--- src/rtl/fifo_frame_reader_pkg.sv ---
// ============================================================================
// fifo_frame_reader_pkg : shared state encoding and sizing helper
// Revision: 1.0
// ============================================================================
`default_nettype none

package fifo_frame_reader_pkg;

    typedef enum logic [1:0] {
        ST_IDLE   = 2'd0,
        ST_READ   = 2'd1,
        ST_REWIND = 2'd2,
        ST_DONE   = 2'd3
    } state_t;

    localparam int PASS_W = 8;

    // Bits needed to hold the value itself, so a counter can reach FRAME_LEN.
    function automatic int clogb2(input int value);
        int v;
        int bits;
        v    = value;
        bits = 0;
        while (v > 0) begin
            bits = bits + 1;
            v    = v >> 1;
        end
        return (bits == 0) ? 1 : bits;
    endfunction

endpackage

`default_nettype wire

--- src/rtl/fifo_frame_reader_skid.sv ---
// ============================================================================
// stream_skid_buffer : 2-entry in-order buffer with valid/ready output side
// Revision: 1.0
// ============================================================================
`default_nettype none

module stream_skid_buffer #(
    parameter int WIDTH = 17
) (
    input  logic             clk,
    input  logic             rst_n,
    input  logic             s_valid_i,
    input  logic [WIDTH-1:0] s_data_i,
    output logic             m_valid_o,
    input  logic             m_ready_i,
    output logic [WIDTH-1:0] m_data_o,
    output logic [1:0]       count_o
);

    logic [WIDTH-1:0] mem_q [2];
    logic             wr_ptr_q;
    logic             rd_ptr_q;
    logic [1:0]       count_q;
    logic             push;
    logic             pop;

    assign push      = s_valid_i && (count_q != 2'd2);
    assign pop       = m_valid_o && m_ready_i;
    assign m_valid_o = (count_q != 2'd0);
    assign m_data_o  = mem_q[rd_ptr_q];
    assign count_o   = count_q;

    always_ff @(posedge clk or negedge rst_n) begin
        if (!rst_n) begin
            mem_q[0] <= '0;
            mem_q[1] <= '0;
            wr_ptr_q <= 1'b0;
            rd_ptr_q <= 1'b0;
            count_q  <= 2'd0;
        end else begin
            if (push) begin
                mem_q[wr_ptr_q] <= s_data_i;
                wr_ptr_q        <= ~wr_ptr_q;
            end
            if (pop) begin
                rd_ptr_q <= ~rd_ptr_q;
            end
            count_q <= count_q + {1'b0, push} - {1'b0, pop};
        end
    end

endmodule

`default_nettype wire

--- src/rtl/fifo_frame_reader.sv ---
// ============================================================================
// fifo_frame_reader : reads FRAME_LEN samples from a sync FIFO, replays PASS_NUM times
// Revision: 1.0
// ============================================================================
`default_nettype none

module fifo_frame_reader
    import fifo_frame_reader_pkg::*;
#(
    parameter int DATA_WIDTH = 16,
    parameter int FRAME_LEN  = 784,
    parameter int PASS_NUM   = 1,
    parameter int CW         = clogb2(FRAME_LEN)
) (
    input  logic                  clk,
    input  logic                  rst_n,
    input  logic                  start,
    input  logic                  fifo_empty,
    input  logic [DATA_WIDTH-1:0] fifo_out,
    output logic                  fifo_rd_en,
    output logic                  fifo_rd_rewind,
    output logic                  m_valid,
    input  logic                  m_ready,
    output logic [DATA_WIDTH-1:0] m_data,
    output logic                  m_last,
    output logic [7:0]            m_pass,
    output logic                  busy,
    output logic                  done
);

    localparam logic [CW-1:0]     FRAME_CNT = CW'(FRAME_LEN);
    localparam logic [CW-1:0]     LAST_IDX  = CW'(FRAME_LEN - 1);
    localparam logic [PASS_W-1:0] PASS_LAST = PASS_W'(PASS_NUM - 1);

    state_t              state_q;
    logic [CW-1:0]       rd_cnt_q;
    logic [CW-1:0]       out_cnt_q;
    logic [PASS_W-1:0]   pass_q;
    logic                inflight_q;
    logic                inflight_last_q;

    logic                buf_valid;
    logic [DATA_WIDTH:0] buf_data;
    logic [1:0]          buf_count;
    logic                xfer;
    logic                last_xfer;
    logic [2:0]          in_use;

    stream_skid_buffer #(
        .WIDTH (DATA_WIDTH + 1)
    ) u_skid (
        .clk       (clk),
        .rst_n     (rst_n),
        .s_valid_i (inflight_q),
        .s_data_i  ({inflight_last_q, fifo_out}),
        .m_valid_o (buf_valid),
        .m_ready_i (m_ready),
        .m_data_o  (buf_data),
        .count_o   (buf_count)
    );

    assign xfer      = buf_valid && m_ready;
    assign last_xfer = xfer && buf_data[DATA_WIDTH];

    // The slot freed by this cycle's transfer counts as available, giving 1 sample/cycle.
    assign in_use = {1'b0, buf_count} + {2'b00, inflight_q} - {2'b00, xfer};

    assign fifo_rd_en     = (state_q == ST_READ) && !fifo_empty
                            && (rd_cnt_q < FRAME_CNT) && (in_use < 3'd2);
    assign fifo_rd_rewind = (state_q == ST_REWIND);
    assign done           = (state_q == ST_DONE);
    assign busy           = (state_q != ST_IDLE);
    assign m_valid        = buf_valid;
    assign m_data         = buf_data[DATA_WIDTH-1:0];
    assign m_last         = buf_valid && buf_data[DATA_WIDTH];
    assign m_pass         = pass_q;

    always_ff @(posedge clk or negedge rst_n) begin
        if (!rst_n) begin
            state_q         <= ST_IDLE;
            rd_cnt_q        <= '0;
            out_cnt_q       <= '0;
            pass_q          <= '0;
            inflight_q      <= 1'b0;
            inflight_last_q <= 1'b0;
        end else begin
            inflight_q      <= fifo_rd_en;
            inflight_last_q <= fifo_rd_en && (rd_cnt_q == LAST_IDX);

            case (state_q)
                ST_IDLE: begin
                    if (start) begin
                        state_q   <= ST_READ;
                        rd_cnt_q  <= '0;
                        out_cnt_q <= '0;
                        pass_q    <= '0;
                    end
                end
                ST_READ: begin
                    if (fifo_rd_en) begin
                        rd_cnt_q <= rd_cnt_q + CW'(1);
                    end
                    if (xfer) begin
                        out_cnt_q <= out_cnt_q + CW'(1);
                    end
                    // The last sample leaving means every read of the pass has drained.
                    if (last_xfer) begin
                        state_q <= (pass_q == PASS_LAST) ? ST_DONE : ST_REWIND;
                    end
                end
                ST_REWIND: begin
                    pass_q    <= pass_q + PASS_W'(1);
                    rd_cnt_q  <= '0;
                    out_cnt_q <= '0;
                    state_q   <= ST_READ;
                end
                ST_DONE: begin
                    pass_q  <= '0;
                    state_q <= ST_IDLE;
                end
                default: state_q <= ST_IDLE;
            endcase
        end
    end

endmodule

`default_nettype wire

--- config.mk ---
export PLATFORM = sky130hd
export DESIGN_NAME = fifo_frame_reader
export DESIGN_NICKNAME = d
export VERILOG_FILES = /design/src/rtl/fifo_frame_reader_pkg.sv /design/src/rtl/fifo_frame_reader_skid.sv /design/src/rtl/fifo_frame_reader.sv
export SDC_FILE = /design/constraint.sdc
export NUM_CORES = 1
export LEC_CHECK = 0
export CORE_MARGIN = 2
export CORE_UTILIZATION = 37
export DETAILED_ROUTE_END_ITERATION = 8
export DONT_BUFFER_PORTS = 1
export PLACE_DENSITY = 0.58
export SLEW_MARGIN = 20
export SYNTH_ARGS = -nofsm -noshare
export SYNTH_HDL_FRONTEND = slang
export SYNTH_SLANG_ARGS = --single-unit
--- constraint.sdc ---
create_clock -name clk -period 5.2 [get_ports clk]
set_input_delay 1.3 -clock clk [delete_from_list [all_inputs] [get_ports clk]]
set_output_delay 1.3 -clock clk [all_outputs]
set_load 0.05 [all_outputs]
* Word level (Yosys, flattened, before mapping) *
Cells that the tools add are included.
Widths: inputs -> output; s select.

storage, ports and cells
  bits in writable memories = 0
  memories = 0
  ROM bits = 0
  register bits = 60
  logic and storage cells = 67
  output and inout bits = 30
  latch bits = 0
  bits of input ports = 21

operators by class
  reduce and logical (&&, ||, !) cells = 19
  mux-type cells = 15
  div/mod/pow operators = 0
  $lt $le $gt $ge = 5
  equality and inequality tests = 8
  add/subtract/negate cells = 6
  bitwise gates (word level) = 4
  shifts and indexed selects = 0
  multipliers = 0

operators by type and width
  cell                   number
  $mux 17                4
  $bwmux 34              1
  $pmux 10 s3            1
  $pmux 8 s3             1
  $mux 10                2
  $demux 17 s1           1
  $add 10x1->10 const B  1
  $eq 10x10->1 const B   1
  $lt 10x10->1 const B   1
  $logic_and 1x1->1      9
  $add 8x1->8 const B    1
  $logic_not 8->1        1
  $mux 8                 1
  $ne 2x2->1 const B     4
  $pmux 2 s4             1
  $reduce_bool 3->1      2
  $eq 2x2->1 const B     2
  $ge 2x2->1 const B     2
  $mux 2                 2
  $not 1->2              2
  $reduce_and 2->1       2
  $reduce_bool 2->1      2
  $add 2x1->3            1
  $lt 3x2->1 const B     1
  other kinds (10)       11

* Depth between registers and ports, before layout *
  depth after elaboration = 7
  gate-level depth with buffers = 10
  mapped depth without buffers = 9

* Modules after synthesis *
From an unflattened synthesis, not the netlist that was laid out.

second synthesis, totals
  cells, all modules = 246
  area, all modules = 3009.1 sq um

by module, submodules not included
  module              area an instance (sq um)  times used  cells each
  stream_skid_buffer  1774.2                    1           108
  fifo_frame_reader   1234.9                    1           138

* Least setup slack after synthesis *
Ideal clock, no wire load.

  path type = input -> output
  start point = input port m_ready
  end point = output port fifo_rd_en
  required time = 3.900 ns
  arrival time = 2.999 ns
  slack = 0.901 ns
  stages on the path = 8
  path through = o21a_1 -> ha_1 -> inv_1 -> nand2_1 -> fa_1 -> and4bb_1 -> o211ai_4 -> inv_1

on the way
  word-level cells in the longest chain between the ends = 4

RTL lines
  what                RTL line                 text
  start: declaration  fifo_frame_reader.sv:23  input logic m_ready,
  $logic_and 1x1->1   fifo_frame_reader.sv:62  assign xfer = buf_valid && m_ready;
  $sub 3x1->3         fifo_frame_reader.sv:66  assign in_use = {1'b0, buf_count} + {2'b00, inflight_q} - {2'b00, xfer};
  $lt 3x2->1          fifo_frame_reader.sv:69  && (rd_cnt_q < FRAME_CNT) && (in_use < 3'd2);
  $logic_and 1x1->1   fifo_frame_reader.sv:69
  end: declaration    fifo_frame_reader.sv:20  output logic fifo_rd_en,

Every way passes these cells.

* Worst setup path in the final report *
Same ends and word-level chain as after synthesis.

==> impl_metrics.tcl <==
set metrics [dict create \
    synth_largest_area_cell "sky130_fd_sc_hd__dfrtp_1" \
    power.density_cell_area_mw_per_mm2 624 \
    track_usage_pct 13.7 \
    synth_flop_cell "sky130_fd_sc_hd__dfrtp_1" \
    die_y_um 91.9 \
    stdcell_area_mm2 0.00313 \
    routed_wirelength_um 5530 \
    syn-cell-area_mm2 0.00286 \
    synthCells 236 \
    worstHoldPathCells 1 \
    skew_ps 5.94 \
    tritoncts.num_buffers 9 \
    ctsHoldBuffers 0 \
    detail_route.first_pass.iterations 4 \
    worst_ep_required_time_ps 3900 \
    post_cts.repair.setup_buffers 0 \
    initial_antenna_violation_count 1 \
    synth.area.top_cells "sky130_fd_sc_hd__dfrtp_1, sky130_fd_sc_hd__mux2_2, sky130_fd_sc_hd__o21ai_0" \
    maxSlewViolCount 0 \
    synth_common_cells "sky130_fd_sc_hd__dfrtp_1, sky130_fd_sc_hd__mux2_2, sky130_fd_sc_hd__o21ai_0" \
    cap_violations 0 \
    leakage_uw 0.00135 \
    starting_density_pct 37.5 \
    outcome "finished clean" \
    grt_start_max_net_pins 61 \
    synth.distinct_cells 41 \
    worst_slew_pin_slew_ps 972 \
    placement_rows 32 \
    h-tree-depth 3 \
    fin_nets 268 \
    post_cts.resized_instances 0 \
    clkTransAtPathRegs_ps 60 \
    fp.dieArea_mm2 0.00844 \
    drive_above_1_share_pct 29.8 \
    reg2reg_slack_ps 2340 \
    worst-r2r-cell-count 9 \
    die_width_um 91.9 \
    synth_sequential_area_ratio_pct 52.6 \
    finalSetupViolCount 0 \
    fin_crit_ps 4510 \
    finalHoldWorstSlack_ps 500 \
    yosys_warnings 0 \
    final.fill_count 737 \
    detailroute.via_count 1801 \
    clock_latency_ps 320 \
    synth-seq-cells 60 \
    route.antenna.remaining_nets 0 \
    synth_edf_count 0 \
    cp.arrival_ps 3210 \
    post-synth-top-area-fraction_pct 52.6 \
    via_per_inst 5.19 \
    period_utilization_post_route_pct 86.8 \
    grt.overflow.total 0 \
    max-slew-margin-rel_pct 35.1 \
    synthesis.nets 264 \
    hpwl_um 3640 \
    io-pin-count 51 \
    fin_tns_setup_ps 0 \
    setup.worst_path.start_class "input pin" \
    detail_route.wl_per_cell_um 15.9 \
    areaGrowthSynthToFinish_pct 9.42 \
    number_of_remaining_drc_errors 0 \
    critPathKind "input pin to primary output" \
    clock_tree_from_tritoncts "built" \
    portBuffers 0 \
    fp.coreArea_mm2 0.00761 \
    grt_pass1_wl_um 8940 \
    synth_async_sr_flop_share_pct 100 \
    finalHoldViolations 0 \
    timing.hold.worst.class "register to register" \
    worstPathMaxFanout 19 \
    dp_cells 331 \
    dr.first_iter.drc_count 22 \
    cts-root-buf "sky130_fd_sc_hd__clkbuf_8" \
    dpl_cell_area_mm2 0.00295 \
    antenna_cells_inserted 0 \
    clkSinkCount 60 \
    final_cell_count_no_fill 347 \
    most_frequent_cell_after_synthesis "sky130_fd_sc_hd__dfrtp_1" \
    syn_avg_cell_area_um2 12.1 \
    grt_pass1_vias 1860 \
    rsz0062_at_grt "no" \
    sort_of_element_at_the_end_of_the_critical_path "primary output" \
    clock_tree.buffer_depth 2 \
    ir_drop_mv 0.136 \
    fmax_mhz 222 \
    place_congestion 0.751 \
]
## cell families (layout without fill, tap and decap cells)
kind of cell             after synthesis  count (layout)  share of synthesized area [%]
buffers and inverters                 20              29                           2.80
AO/OA/AOI/OAI                         42              42                           9.33
flip-flops                            60              60                           52.6
AND/OR/NAND/NOR                       52              52                           10.4
multiplexers                          51              51                           20.1
XOR/XNOR                               4               4                           1.49
adder cells (fa/ha/maj)                7               7                           3.33
## routing by layer
| layer | track usage, % | up-vias | wire length [um] |
|---|---|---|---|
| li1 | - | 859 | - |
| met1 | 16.1 | 892 | 2410 |
| met2 | 22.5 | 40 | 2690 |
| met3 | 4.85 | 8 | 375 |
| met4 | 5.97 | 2 | 53 |
| met5 | 0 | - | 8 |
## critical path, cell delays in order
cell	delay [ps]
sky130_fd_sc_hd__o21a_1	160
sky130_fd_sc_hd__ha_1	240
sky130_fd_sc_hd__inv_1	80
sky130_fd_sc_hd__nand2_1	70
sky130_fd_sc_hd__fa_1	480
sky130_fd_sc_hd__and4bb_1	270
sky130_fd_sc_hd__o211ai_4	200
sky130_fd_sc_hd__inv_1	410
## stage by stage
| stage | total power, uW | setup slack [ps] | utilization [%] |
|---|---|---|---|
| final | 1950 | 688 | 41.1 |
| after detailed placement | 1600 | 684 | 38.8 |
| after CTS | 1980 | 683 | 41.0 |
| after global placement | 1580 | 727 | 38.8 |
| after floorplan | 1510 | 901 | - |
| after global routing | 2070 | 562 | 41.1 |
## report_power, final
group	switching (uW)	leakage (uW)	internal (uW)
logic	565	0.000550	278
registers	120	0.000715	628
clock network	179	0.0000889	183
## flip-flops by register name, indices dropped and copies added (netlist names)
register / cells
u_skid.mem_q: 34
rd_cnt_q: 10
m_pass: 8
state_q: 2
u_skid.count_o: 2
inflight_last_q: 1
inflight_q: 1
u_skid.rd_ptr_q: 1
u_skid.wr_ptr_q: 1
## layout by cell type, fill, tap and decap left out, types with 3 or more instances in the layout
cell type                  synthesis  routed
sky130_fd_sc_hd__nor2_1            8       8
sky130_fd_sc_hd__a31oi_1           4       4
sky130_fd_sc_hd__or3_1             3       3
sky130_fd_sc_hd__inv_1            13      13
sky130_fd_sc_hd__and3_1            4       4
sky130_fd_sc_hd__clkbuf_8          0      10
sky130_fd_sc_hd__nand2_1          11      11
sky130_fd_sc_hd__mux2_2           50      50
sky130_fd_sc_hd__nand2b_1          3       3
sky130_fd_sc_hd__nand4_1           4       4
sky130_fd_sc_hd__clkinv_2          0       4
sky130_fd_sc_hd__dfrtp_1          60      60
sky130_fd_sc_hd__nand3_1           7       7
sky130_fd_sc_hd__ha_1              6       6
sky130_fd_sc_hd__o31ai_1           4       4
sky130_fd_sc_hd__a21oi_1           7       6
sky130_fd_sc_hd__o21ai_0          17      17
sky130_fd_sc_hd__o211ai_1          3       3
## final timing paths
check | startpoint | endpoint
worst max-delay path | m_ready | fifo_rd_en
worst min-delay path | u_skid.mem_q[6] | u_skid.mem_q[6]
worst max register to register | u_skid.count_o[1] | rd_cnt_q[6]
worst min register to register | u_skid.mem_q[6] | u_skid.mem_q[6]
max in group asynchronous | rst_n | m_pass[6]
min in group asynchronous | rst_n | u_skid.mem_q[12]
## layout make-up
class                   count  area [um2]  area share, %
flip-flops and latches     60        1500           48.0
multi-input cells         156        1280           40.9
clock inverters             5        27.5          0.881
inverters                  13        48.8           1.56
well taps                 102         128           4.08
clock buffers              11         141           4.52
(Power assumes the default switching activity.)
